File: config.mk
export PLATFORM = sky130hd
export DESIGN_NAME = player_input_ctrl
export DESIGN_NICKNAME = d
export VERILOG_FILES = /design/src/rtl/dino_pkg.sv /design/src/rtl/btn_debounce.sv /design/src/rtl/player_input_ctrl.sv
export SDC_FILE = /design/constraint.sdc
export NUM_CORES = 1
export LEC_CHECK = 0
export ABC_AREA = 1
export BUFFER_PORTS_ARGS = -buffer_cell sky130_fd_sc_hd__buf_2
export CAP_MARGIN = 0
export CORE_MARGIN = 8
export CORE_UTILIZATION = 36
export DETAILED_ROUTE_END_ITERATION = 10
export PLACE_DENSITY = 0.6
export RECOVER_POWER = 25
export SETUP_SLACK_MARGIN = 0.5
export SKIP_CTS_REPAIR_TIMING = 1
export SLEW_MARGIN = 30
export SYNTH_ARGS = -nofsm -noshare
export SYNTH_HDL_FRONTEND = slang
export SYNTH_HIERARCHICAL = 1
export SYNTH_SLANG_ARGS = --single-unit
File: constraint.sdc
create_clock -name clk -period 2.65 [get_ports clk]
set_input_delay 0.1325 -clock clk [delete_from_list [all_inputs] [get_ports clk]]
set_output_delay 0.1325 -clock clk [all_outputs]
set_load 0.05 [all_outputs]
File: src/rtl/dino_pkg.sv
// Constants shared by the dino player blocks: player state encoding and
// the meaning of each game_tick strobe bit.
package dino_pkg;

  typedef enum logic [1:0] {
    PS_RUN  = 2'd0,
    PS_JUMP = 2'd1,
    PS_DUCK = 2'd2,
    PS_DEAD = 2'd3
  } player_state_t;

  // game_tick[TICK_VEL] strobes velocity updates, game_tick[TICK_POS] position updates
  localparam int TICK_VEL = 0;
  localparam int TICK_POS = 1;

endpackage

File: src/rtl/btn_debounce.sv
// Two-flop synchronizer, stability counter and rising-edge detect for one
// pushbutton. The debounced level only changes after DEBOUNCE_CYCLES
// consecutive synchronized samples disagree with it.
module btn_debounce #(
  parameter int DEBOUNCE_CYCLES = 16
) (
  input  logic clk,
  input  logic rst_n,
  input  logic raw,
  output logic level,
  output logic rise
);

  localparam int CW = (DEBOUNCE_CYCLES > 1) ? $clog2(DEBOUNCE_CYCLES) : 1;
  localparam logic [CW-1:0] CNT_LAST = CW'(DEBOUNCE_CYCLES - 1);

  logic          sync0;
  logic          sync1;
  logic          level_d;
  logic [CW-1:0] cnt;

  // Synchronize the raw input, then flip the level once it has disagreed long enough
  always_ff @(posedge clk) begin
    if (!rst_n) begin
      sync0   <= 1'b0;
      sync1   <= 1'b0;
      level   <= 1'b0;
      level_d <= 1'b0;
      cnt     <= '0;
    end else begin
      sync0   <= raw;
      sync1   <= sync0;
      level_d <= level;
      if (sync1 != level) begin
        if (cnt == CNT_LAST) begin
          level <= sync1;
          cnt   <= '0;
        end else begin
          cnt <= cnt + 1'b1;
        end
      end else begin
        cnt <= '0;
      end
    end
  end

  assign rise = level & ~level_d;

endmodule

File: src/rtl/player_input_ctrl.sv
// Turns raw jump/duck buttons into tick-aligned controls for player_physics,
// tracks the dino's logical state, drives the run-cycle frame bit and
// raises a one-cycle restart request when jump is pressed after death.
module player_input_ctrl
  import dino_pkg::*;
#(
  parameter int DEBOUNCE_CYCLES = 16,
  parameter int ANIM_TICKS      = 4
) (
  input  logic       clk,
  input  logic       rst_n,
  input  logic       btn_up_raw,
  input  logic       btn_down_raw,
  input  logic [1:0] game_tick,
  input  logic       jump_done,
  input  logic       game_over,
  output logic       jump_pulse,
  output logic       button_down,
  output logic [1:0] player_state,
  output logic       anim_frame,
  output logic       restart
);

  localparam int AW = (ANIM_TICKS > 1) ? $clog2(ANIM_TICKS) : 1;
  localparam logic [AW-1:0] ANIM_LAST = AW'(ANIM_TICKS - 1);

  logic          up_db;
  logic          up_rise;
  logic          down_db;
  logic          down_rise_unused;
  logic          jump_req;
  logic [AW-1:0] anim_cnt;
  player_state_t state;
  player_state_t state_next;

  btn_debounce #(.DEBOUNCE_CYCLES(DEBOUNCE_CYCLES)) u_up (
    .clk   (clk),
    .rst_n (rst_n),
    .raw   (btn_up_raw),
    .level (up_db),
    .rise  (up_rise)
  );

  btn_debounce #(.DEBOUNCE_CYCLES(DEBOUNCE_CYCLES)) u_down (
    .clk   (clk),
    .rst_n (rst_n),
    .raw   (btn_down_raw),
    .level (down_db),
    .rise  (down_rise_unused)
  );

  // Jump fires only on the velocity strobe so physics sees it on the same cycle
  assign jump_pulse   = jump_req & game_tick[TICK_VEL] & (state == PS_RUN) & ~game_over;
  assign button_down  = down_db & (state != PS_DEAD);
  assign restart      = up_rise & (state == PS_DEAD);
  assign player_state = state;

  // Hold a jump request from the press until the next velocity strobe; no buffering outside RUN
  always_ff @(posedge clk) begin
    if (!rst_n) begin
      jump_req <= 1'b0;
    end else if (jump_pulse || down_db || (state != PS_RUN)) begin
      jump_req <= 1'b0;
    end else if (up_rise && !game_over) begin
      jump_req <= 1'b1;
    end
  end

  // Player state register
  always_ff @(posedge clk) begin
    if (!rst_n) begin
      state <= PS_RUN;
    end else begin
      state <= state_next;
    end
  end

  // Next-state logic; collision overrides everything
  always_comb begin
    state_next = state;
    if (game_over) begin
      state_next = PS_DEAD;
    end else begin
      case (state)
        PS_RUN: begin
          if (jump_pulse)   state_next = PS_JUMP;
          else if (down_db) state_next = PS_DUCK;
        end
        PS_JUMP: begin
          if (game_tick[TICK_POS] && jump_done) state_next = PS_RUN;
        end
        PS_DUCK: begin
          if (!down_db) state_next = PS_RUN;
        end
        PS_DEAD: begin
          state_next = PS_RUN;
        end
        default: state_next = PS_RUN;
      endcase
    end
  end

  // Run-cycle animation: advances on position strobes while on the ground, resets on death
  always_ff @(posedge clk) begin
    if (!rst_n) begin
      anim_cnt   <= '0;
      anim_frame <= 1'b0;
    end else if ((state_next == PS_DEAD) && (state != PS_DEAD)) begin
      anim_cnt   <= '0;
      anim_frame <= 1'b0;
    end else if (game_tick[TICK_POS] && ((state == PS_RUN) || (state == PS_DUCK))) begin
      if (anim_cnt == ANIM_LAST) begin
        anim_cnt   <= '0;
        anim_frame <= ~anim_frame;
      end else begin
        anim_cnt <= anim_cnt + 1'b1;
      end
    end
  end

endmodule

==> results.txt <==
The run gives 0 as the max capacitance violation total. The synthesized netlist occupies a cell area of 922 µm². The number of DRC violations after detailed-routing iteration 0 is 13. The library cells used most frequently in the layout, excluding fill and tap cells, are nand2_1, dfxtp_1, inv_1, nor2_1, buf_2. The pin count of the biggest net entering global routing is 14, and the arrival time of data at the critical path endpoint is 1.34 ns.

The worst-margin pin slew was 0.256 ns; the average size of a mapped cell was 7.56 µm². The total power per unit cell area was 487 nW/µm². Across every metal layer, demand over resource in global routing totals 8.26%. Setup repair after global routing left no endpoint under its margin. In this run the worst path has a maximum fanout of 5. Routability-driven placement finished with a final weighted congestion of 0.741. For the final number of hold-violating endpoints, the log shows 0. The flow ran to the end, and the final reports show no timing, DRC or antenna violations. Counting along the longest clock path gives a buffer depth of 2. The tools report the number of fill cells in the layout as 260. Cells with a size suffix above 1 make up 24.8% of the layout.

At the later pin of the worst-skew pair, clock insertion delay measures 0.30 ns. The analysis attributes to cell leakage a power of 0.519 nW. The setup check on the worst reg-to-reg path leaves a slack of 1.65 ns. In this run the horizontal extent of the chip is 66.6 µm. The worst setup path is captured at an output port. The delay of the slowest cell on the worst path was 0.37 ns. Buffers placed on the I/O ports in this run total 13.

The layout overhead on the synthesized area is 16.1%. After detailed placement, the total cell area comes to 1020 µm². The tools report the initial antenna violation count as 0.

Static timing analysis puts the maximum clock frequency at 0.681 GHz. Setup violations remaining at the end of the flow were counted as 0. From bottom edge to top edge, the die measures 66.6 µm. Total grt overflow: 0. Traced cell by cell, the critical path runs through nor2_2 -> nand2_1 -> nor2_4 -> buf_2. The smallest clock period supported by the final layout is computed as 1.47 ns.

STA classifies the critical path startpoint as a flip-flop. The clock sink count came out at 21. The floorplan step defined a core boundary enclosing 2450 µm². The effective utilization at floorplan is 37.6%, and the die area is 4440 µm².

Across the routed clock network, the largest skew measured is 0.000965 ns. The run gives 3 as the total clock buffers created by CTS. The tools report the clock tree root driver cell as clkbuf_4. Count of buffer and inverter cells on the critical path: 1.

The class of the most critical setup path was flip-flop to output port. The worst-case IR drop observed on VDD is 0.319 mV. The worst pin sits at a relative slew slack of 82.9%.

The first global-routing pass estimated 2850 µm of wire. The count of final max-slew check failures is 0. At the end of the flow, the number of nets in the layout was 153. Once layout is done, the placed cells without fillers occupy 1070 µm².

The critical path data required time is 2.52 ns, and the core occupancy in the finished layout is 43.6%. The depth of the CTS H-tree was 1; the count of inserted antenna diode cells was 0. The slowest stage of the critical path belongs to the cell dfxtp_1. In the routed design, unresolved DRC markers number 0. The logs give 715 for the number of global-route vias before repair and 0 ns for the final-layout setup total negative slack. In this run the worst hold path is classified as primary input to flip-flop.

The final layout contains routed wiring with a total length of 1610 µm. Among cell families on the critical path, the largest total delay comes from simple AND/OR/NAND/NOR gates. Leaving out fill and tap cells, the most frequent cell in the layout is nand2_1. Detailed placement finished with a half-perimeter wire length of 1290 µm. The pre-antenna-repair detailed-routing pass consisted of 4 iterations. The detailed router placed 747 vias in this run. The floorplan has 18 rows. Dividing the detail-routed wire length by the instance count gives 9.39 µm. In this run the remaining antenna-violating nets after routing total 0. The clock transition at the registers of the reported paths was 0.11 ns. Dividing the detail-routed via count by the number of cells gives 4.37. Synthesized net count: 133. TritonCTS built the clock tree. The gate count of the mapped netlist came out at 122.

The final critical-path share of the clock period was 55.4%; the I/O pin count was 14. Yosys synthesis warning count: 6.
-- where the power goes --
group	switching, W	internal (W)	total [W]	leakage, nW
sequential	0.00000517	0.000322	0.000327	0.171
combinational	0.0000286	0.0000158	0.0000444	0.333
clock	0.0000914	0.0000587	0.000150	0.0150
total	0.000125	0.000397	0.000522	0.519
-- metrics by stage --
stage               hold slack [ns]  total power, W  instances  setup slack [ns]
global placement              0.316        0.000377        165              1.53
global route                  0.152        0.000551        171              1.07
floorplan                     0.226        0.000362        122             0.972
detailed placement            0.319        0.000378        165              1.51
CTS                         -0.0100        0.000532        169              1.14
finish                        0.152        0.000522        171              1.18
-- flip-flops by register name, summed over array words and instances, names as in the netlist --
register / count
u_up/level: 1
u_down/cnt: 4
u_up/level_d: 1
anim_frame: 1
u_down/sync0: 1
u_up/cnt: 4
player_state: 2
anim_cnt: 2
u_down/level: 1
u_down/sync1: 1
u_up/sync0: 1
u_up/sync1: 1
jump_req: 1
-- final timing paths --
kind / startpoint / endpoint / depth (start not counted)
max: player_state[0] / jump_pulse / 4
min: game_over / player_state[0] / 5
max reg2reg: u_up/cnt[0] / u_up/cnt[3] / 4
min reg2reg: u_up/sync0 / u_up/sync1 / 2
-- layer usage --
metal / share of wire, % / track usage [%] / up-vias / routed length [µm]
li1: - / - / 405 / -
met1: 47 / 9.02 / 321 / 753
met2: 45 / 13.3 / 17 / 724
met3: 5.5 / 2.18 / 4 / 88
met4: 2.4 / 6.40 / 0 / 39
met5: 0 / 0 / - / 0
-- tightest hold or removal path, cell delays in order --
cell and delay, ns:
buf_2 0.10, inv_2 0.05, nand3_1 0.07, nand2_1 0.04
inv_1 0.04
-- final cells by class --
cell class	count	area, µm²	area share [%]
sequential	21	420	39.3
multi-input combinational	78	415	38.8
inverter	23	86.3	8.06
timing repair buffer	15	85.1	7.94
tap	30	37.5	3.50
clock buffer	4	26.3	2.45
(Power assumes the default switching activity.)
